## config.mk

```make
export PLATFORM = sky130hd
export DESIGN_NAME = irq_request_reg_flat
export DESIGN_NICKNAME = d
export VERILOG_FILES = /design/src/rtl/pic_pkg.sv /design/src/rtl/irq_request_reg_if.sv /design/src/rtl/irq_sync_chain.sv /design/src/rtl/irq_request_reg.sv /design/src/flat_wrapper.sv
export SDC_FILE = /design/constraint.sdc
export NUM_CORES = 1
export LEC_CHECK = 0
export BUFFER_PORTS_ARGS = -buffer_cell sky130_fd_sc_hd__buf_2
export CAP_MARGIN = 40
export CORE_ASPECT_RATIO = 0.6
export CORE_MARGIN = 8
export CORE_UTILIZATION = 50
export CTS_BUF_LIST = sky130_fd_sc_hd__clkbuf_4
export CTS_CLUSTER_DIAMETER = 50
export DETAILED_ROUTE_END_ITERATION = 16
export GPL_TIMING_DRIVEN = 0
export MAX_ROUTING_LAYER = met4
export PLACE_DENSITY = 0.8
export RECOVER_POWER = 50
export SYNTH_ARGS = -nofsm -noshare
export SYNTH_HDL_FRONTEND = slang
export SYNTH_HIERARCHICAL = 1
export SYNTH_SLANG_ARGS = --single-unit
```

## constraint.sdc

```tcl
create_clock -name clk -period 1.5 [get_ports clk]
set_input_delay 0.075 -clock clk [delete_from_list [all_inputs] [get_ports clk]]
set_output_delay 0.075 -clock clk [all_outputs]
set_load 0.005 [all_outputs]
```

## src/rtl/pic_pkg.sv

```systemverilog
// pic_pkg: shared trigger-mode encodings, default channel count and request vector type
package pic_pkg;
    localparam logic TRIG_EDGE   = 1'b0;
    localparam logic TRIG_LEVEL  = 1'b1;
    localparam int   PIC_NUM_IRQ = 8;
    typedef logic [PIC_NUM_IRQ-1:0] IRQ_VEC;
endpackage

```

## src/rtl/irq_request_reg_if.sv

```systemverilog
// irq_request_reg_if: request-register bus (master = pin/INTA side driving, slave = request register)
//   levelMode/irqIn/freeze/clearReq/clearLost : master -> slave
//   irr/lostIrq/anyPending                    : slave -> master
interface irq_request_reg_if import pic_pkg::*; #(parameter int NUM_IRQ = PIC_NUM_IRQ);
    logic [NUM_IRQ-1:0] levelMode;
    logic [NUM_IRQ-1:0] irqIn;
    logic               freeze;
    logic [NUM_IRQ-1:0] clearReq;
    logic [NUM_IRQ-1:0] clearLost;
    logic [NUM_IRQ-1:0] irr;
    logic [NUM_IRQ-1:0] lostIrq;
    logic               anyPending;
    modport master (output levelMode, irqIn, freeze, clearReq, clearLost,
                    input  irr, lostIrq, anyPending);
    modport slave  (input  levelMode, irqIn, freeze, clearReq, clearLost,
                    output irr, lostIrq, anyPending);
endinterface

```

## src/rtl/irq_sync_chain.sv

```systemverilog
// irq_sync_chain: WIDTH-wide, STAGES-deep flop chain for asynchronous request pins
//   clk, reset : clock and synchronous active-high reset (chain clears to 0)
//   d_i        : raw asynchronous input vector
//   q_o        : synchronised output, STAGES edges later
module irq_sync_chain #(
    parameter int WIDTH  = 8,
    parameter int STAGES = 2
) (
    input  logic             clk,
    input  logic             reset,
    input  logic [WIDTH-1:0] d_i,
    output logic [WIDTH-1:0] q_o
);
    logic [STAGES-1:0][WIDTH-1:0] chain_q;
    always_ff @(posedge clk) begin
        if (reset) chain_q <= '0;
        else       chain_q <= {chain_q[STAGES-2:0], d_i};
    end
    assign q_o = chain_q[STAGES-1];
endmodule

```

## src/rtl/irq_request_reg.sv

```systemverilog
// irq_request_reg: PIC interrupt request register with per-channel edge/level capture and lost-edge flags
//   clk, reset : clock and synchronous active-high reset
//   bus.slave  : levelMode/irqIn/freeze/clearReq/clearLost in; irr/lostIrq/anyPending out
//   IRQ_SYNC_EN: when defined, irqIn first passes an irq_sync_chain of SYNC_STAGES flops
module irq_request_reg import pic_pkg::*; #(
    parameter int NUM_IRQ     = PIC_NUM_IRQ,
    parameter int SYNC_STAGES = 2
) (
    input  logic               clk,
    input  logic               reset,
    irq_request_reg_if.slave   bus
);
    logic [NUM_IRQ-1:0] raw, lvl, edg, set_v;
    logic [NUM_IRQ-1:0] smp_q, prev_q, irr_q, lost_q;
    logic [NUM_IRQ-1:0] prev_d, irr_d, lost_d;
    logic               any_q;
`ifdef IRQ_SYNC_EN
    irq_sync_chain #(.WIDTH(NUM_IRQ), .STAGES(SYNC_STAGES)) u_sync (
        .clk   (clk),
        .reset (reset),
        .d_i   (bus.irqIn),
        .q_o   (raw)
    );
`else
    assign raw = bus.irqIn;
`endif
    always_comb begin
        lvl    = ~(bus.levelMode ^ {NUM_IRQ{TRIG_LEVEL}});
        edg    = smp_q & ~prev_q;
        set_v  = (lvl & smp_q) | (~lvl & edg);
        // prev is held while frozen so an edge arriving during INTA is seen once freeze drops
        prev_d = bus.freeze ? prev_q : smp_q;
        // level bits follow the line when unfrozen; a set always beats a coincident clear
        irr_d  = bus.freeze ? (irr_q & ~bus.clearReq)
                            : set_v | (~lvl & irr_q & ~bus.clearReq);
        lost_d = (~{NUM_IRQ{bus.freeze}} & ~lvl & edg & irr_q & ~bus.clearReq)
               | (lost_q & ~bus.clearLost);
    end
    always_ff @(posedge clk) begin
        if (reset) begin
            smp_q  <= '0;
            prev_q <= '0;
            irr_q  <= '0;
            lost_q <= '0;
            any_q  <= 1'b0;
        end else begin
            smp_q  <= raw;
            prev_q <= prev_d;
            irr_q  <= irr_d;
            lost_q <= lost_d;
            any_q  <= |irr_d;
        end
    end
    assign bus.irr        = irr_q;
    assign bus.lostIrq    = lost_q;
    assign bus.anyPending = any_q;
endmodule

```

## src/flat_wrapper.sv

```systemverilog
// flat-port wrapper written by rule: the top's interface ports become plain ports
module irq_request_reg_flat import pic_pkg::*;
#(
    parameter int NUM_IRQ     = PIC_NUM_IRQ,
    parameter int SYNC_STAGES = 2
)
  (clk, reset, bus_levelMode, bus_irqIn, bus_freeze, bus_clearReq, bus_clearLost, bus_irr, bus_lostIrq, bus_anyPending);
  irq_request_reg_if #(.NUM_IRQ(NUM_IRQ)) bus_i ();
  input  logic clk;
  input  logic reset;
  input wire logic [$bits(bus_i.levelMode)-1:0] bus_levelMode;
  input wire logic [$bits(bus_i.irqIn)-1:0] bus_irqIn;
  input wire logic [$bits(bus_i.freeze)-1:0] bus_freeze;
  input wire logic [$bits(bus_i.clearReq)-1:0] bus_clearReq;
  input wire logic [$bits(bus_i.clearLost)-1:0] bus_clearLost;
  output wire logic [$bits(bus_i.irr)-1:0] bus_irr;
  output wire logic [$bits(bus_i.lostIrq)-1:0] bus_lostIrq;
  output wire logic [$bits(bus_i.anyPending)-1:0] bus_anyPending;
  assign bus_i.levelMode = bus_levelMode;
  assign bus_i.irqIn = bus_irqIn;
  assign bus_i.freeze = bus_freeze;
  assign bus_i.clearReq = bus_clearReq;
  assign bus_i.clearLost = bus_clearLost;
  assign bus_irr = bus_i.irr;
  assign bus_lostIrq = bus_i.lostIrq;
  assign bus_anyPending = bus_i.anyPending;
  irq_request_reg #(.NUM_IRQ(NUM_IRQ), .SYNC_STAGES(SYNC_STAGES)) u_core (.clk(clk), .reset(reset), .bus(bus_i));
endmodule
```

==> results.sh <==
export IMPL_io_pins=52
export IMPL_drt_initial_drc_count=51
export IMPL_avgSynthCellArea_um2=9.09
export IMPL_period_needed_ns=1.23
export IMPL_postPlaceCellArea_mm2=0.00166
export IMPL_setup_tns_final_ns=0
export IMPL_cp_max_fo=3
export IMPL_rrSetupSlack_ns=0.27
export IMPL_ys_top_cells_by_area="dfxtp_1, nor2b_1, a21oi_1"
export IMPL_power_w=0.00159
export IMPL_vias=1249
export IMPL_cts_buffers=5
export IMPL_die_area_mm2=0.00471
export IMPL_min_path_type="in2reg"
export IMPL_worstPathArrival_ns=1.43
export IMPL_rsz0062_at_grt="false"
export IMPL_synth_nets=185
export IMPL_ys_seq_area_share_pct=48.4
export IMPL_crit_type="reg2reg"
export IMPL_die_y_um=56.5
export IMPL_ys_warn_count=6
export IMPL_setup_violations=0
export IMPL_relSlewSlack_pct=63.3
export IMPL_yosysTopAreaCellShare_pct=48.4
export IMPL_hold_depth=4
export IMPL_layout_common_cells="buf_2, dfxtp_1, a21oi_1"
export IMPL_worst_pin_slew_ns=0.550
export IMPL_endpoint_kind="register"
export IMPL_cts_setup_buffers=0
export IMPL_pwr_density_cell_mw_per_mm2=889
export IMPL_drt_vias_per_instance=5.00
export IMPL_grt_max_degree=11
export IMPL_multi_input_area_um2=599
export IMPL_path_clk_slew_ns=0.10
export IMPL_cts_sink_count=33
export IMPL_final_common_cell="buf_2"
export IMPL_report_final_slew_viol_count=0
export IMPL_h_tree_depth=2
export IMPL_antenna_found_initial=0
export IMPL_die_w_um=83.4
export IMPL_route_detailed_drc=0
export IMPL_syn_instance_count=150
export IMPL_r2r_end="u_core/bus.anyPending$_SDFF_PP0_"
export IMPL_hold_violations=0
export IMPL_wirelength_um=3630
export IMPL_ctsLongestPathBuffers=2
export IMPL_firstDrtPassIters=6
export IMPL_seqCellArea_um2=661
export IMPL_antenna_left=0
export IMPL_clkPwrFrac_pct=29.1
export IMPL_startpoint="u_core/prev_q[6]$_SDFFE_PP0N_"
export IMPL_combPwrFrac_pct=12.8
export IMPL_rows=14
export IMPL_dp_hpwl_um=2780
export IMPL_globalRouteOverflowTotal=0
export IMPL_initial_core_util_pct=53.7
export IMPL_start_kind="register"
export IMPL_grt_pass1_vias=1289
export IMPL_cts_root_buf="clkbuf_4"
export IMPL_r2r_start="u_core/prev_q[6]$_SDFFE_PP0N_"
export IMPL_gp_routability_congestion=0.844
export IMPL_core_mm2=0.00254
export IMPL_r2r_cells=4
export IMPL_skew_ns=0.0106
export IMPL_clkLatencyLatePin_ns=0.33
export IMPL_p_sw_share_pct=24.4
export IMPL_synthToLayoutAreaGrowth_pct=31.2
export IMPL_p_switching_w=0.000388
export IMPL_clock_fmax_mhz=812
export IMPL_hold_start="bus_clearLost[0]"
export IMPL_cts_tree="yes"
export IMPL_synth_cell_types=18
export IMPL_n_fill_cell=215
export IMPL_drive_above_1_share_pct=24.8
export IMPL_peakVddDrop_uv=533
export IMPL_worstPathRequired_ns=1.70
export IMPL_p_int_w=0.00120
export IMPL_fin_crit_sh_pct=82.1
export IMPL_ctsResizeCount=0
export IMPL_outcome="complete, no violations"
export IMPL_nets=253
export IMPL_p_leak_nw=0.769
export IMPL_yosysTopAreaCell="dfxtp_1"
export IMPL_netlist_area_mm2=0.00136
export IMPL_grt_util_all_layers_pct=15.5
export IMPL_holdPathEnd="u_core/bus.lostIrq[0]$_SDFF_PP0_"
export IMPL_ys_ff_latch=33
export IMPL_seqPwrFrac_pct=58.1
export IMPL_fin_area_mm2=0.00179
export IMPL_drv_cap=0
export IMPL_grt_pass1_wl_um=5700
export IMPL_io_buffer_count=51
export IMPL_wire_per_inst_um=14.5
export IMPL_antenna_cells=0
## power groups by stage
stage	combinational (W)	clock, W	sequential, W
2_1_floorplan	0.0000990	0	0.000942
4_1_cts	0.000206	0.000479	0.000923
3_3_place_gp	0.000177	0	0.000941
5_1_grt	0.000222	0.000509	0.000926
6_report	0.000203	0.000463	0.000923
3_5_place_dp	0.000185	0	0.000943
## cell usage after synthesis (all sizes together)
cell type,number
nor4,10
a21oi,24
nor2,16
o22ai,4
nor2b,20
nand2b,16
inv,12
clkinv,1
a41oi,1
nand2,8
buf,2
clkbuf,3
dfxtp,33
## registers in the layout (all words and copies together), names as in the netlist
register / cells
u_core/bus.irr: 8
u_core/bus.lostIrq: 8
u_core/prev_q: 8
u_core/smp_q: 8
u_core/bus.anyPending: 1
## cell type report
class	instances	share of cell area, %
buffer	5	2.38
clock buffer	6	2.52
clock inverter	1	0.210
inverter	13	3.43
multi-input combinational	99	33.5
sequential	33	36.9
tap	32	2.24
timing repair buffer	61	18.8
## kinds of logic (layout without fill, tap and decap cells)
logic type	count (synthesis)	count (layout)	synth area share, %
AO/OA/AOI/OAI	29	29	12.9
buffers and inverters	18	86	7.61
AND/OR/NAND/NOR	70	70	31.0
flip-flops	33	33	48.4
## what timing repair did
| item | CTS | global route |
|---|---|---|
| hold buffers | 10 | 0 |
| setup endpoints to repair | 0 | 0 |
| hold endpoints to repair | 10 | 0 |
## how the worst max path moves through the flow
stage | endpoint | slack (ns) | cells past startpoint
after global placement | u_core/bus.anyPending$_SDFF_PP0_ | 0.31 | 4
after CTS | u_core/bus.anyPending$_SDFF_PP0_ | 0.27 | 4
final | u_core/bus.anyPending$_SDFF_PP0_ | 0.27 | 4
after floorplan | u_core/bus.anyPending$_SDFF_PP0_ | 0.46 | 4
after detailed placement | u_core/bus.anyPending$_SDFF_PP0_ | 0.28 | 4
after global routing | u_core/bus.anyPending$_SDFF_PP0_ | 0.18 | 4
## layer usage
layer | track usage [%] | wire (µm)
met1 | 15.3 | 1500
met4 | 8.07 | 58
met2 | 26.7 | 1870
met3 | 5.32 | 203
met5 | - | 0
## per-stage QoR
stage | util, % | worst slack, ns | hold WS [ns] | std cells
finish | 70.4 | 0.269 | 0.0290 | 250
global route | 70.4 | 0.175 | 0.0385 | 250
CTS | 71.2 | 0.265 | 0.0248 | 250
detailed placement | 65.3 | 0.279 | 0.289 | 233
global placement | 65.3 | 0.311 | 0.284 | 233
floorplan | - | 0.462 | 0.147 | 150
## worst max-delay path, stage by stage (launching register included)
cell,delay [ns]
dfxtp_1,0.36
nor2b_1,0.16
o22ai_1,0.11
nor4_1,0.33
a41oi_1,0.15
Note: power is estimated with default switching activity, not from simulation.
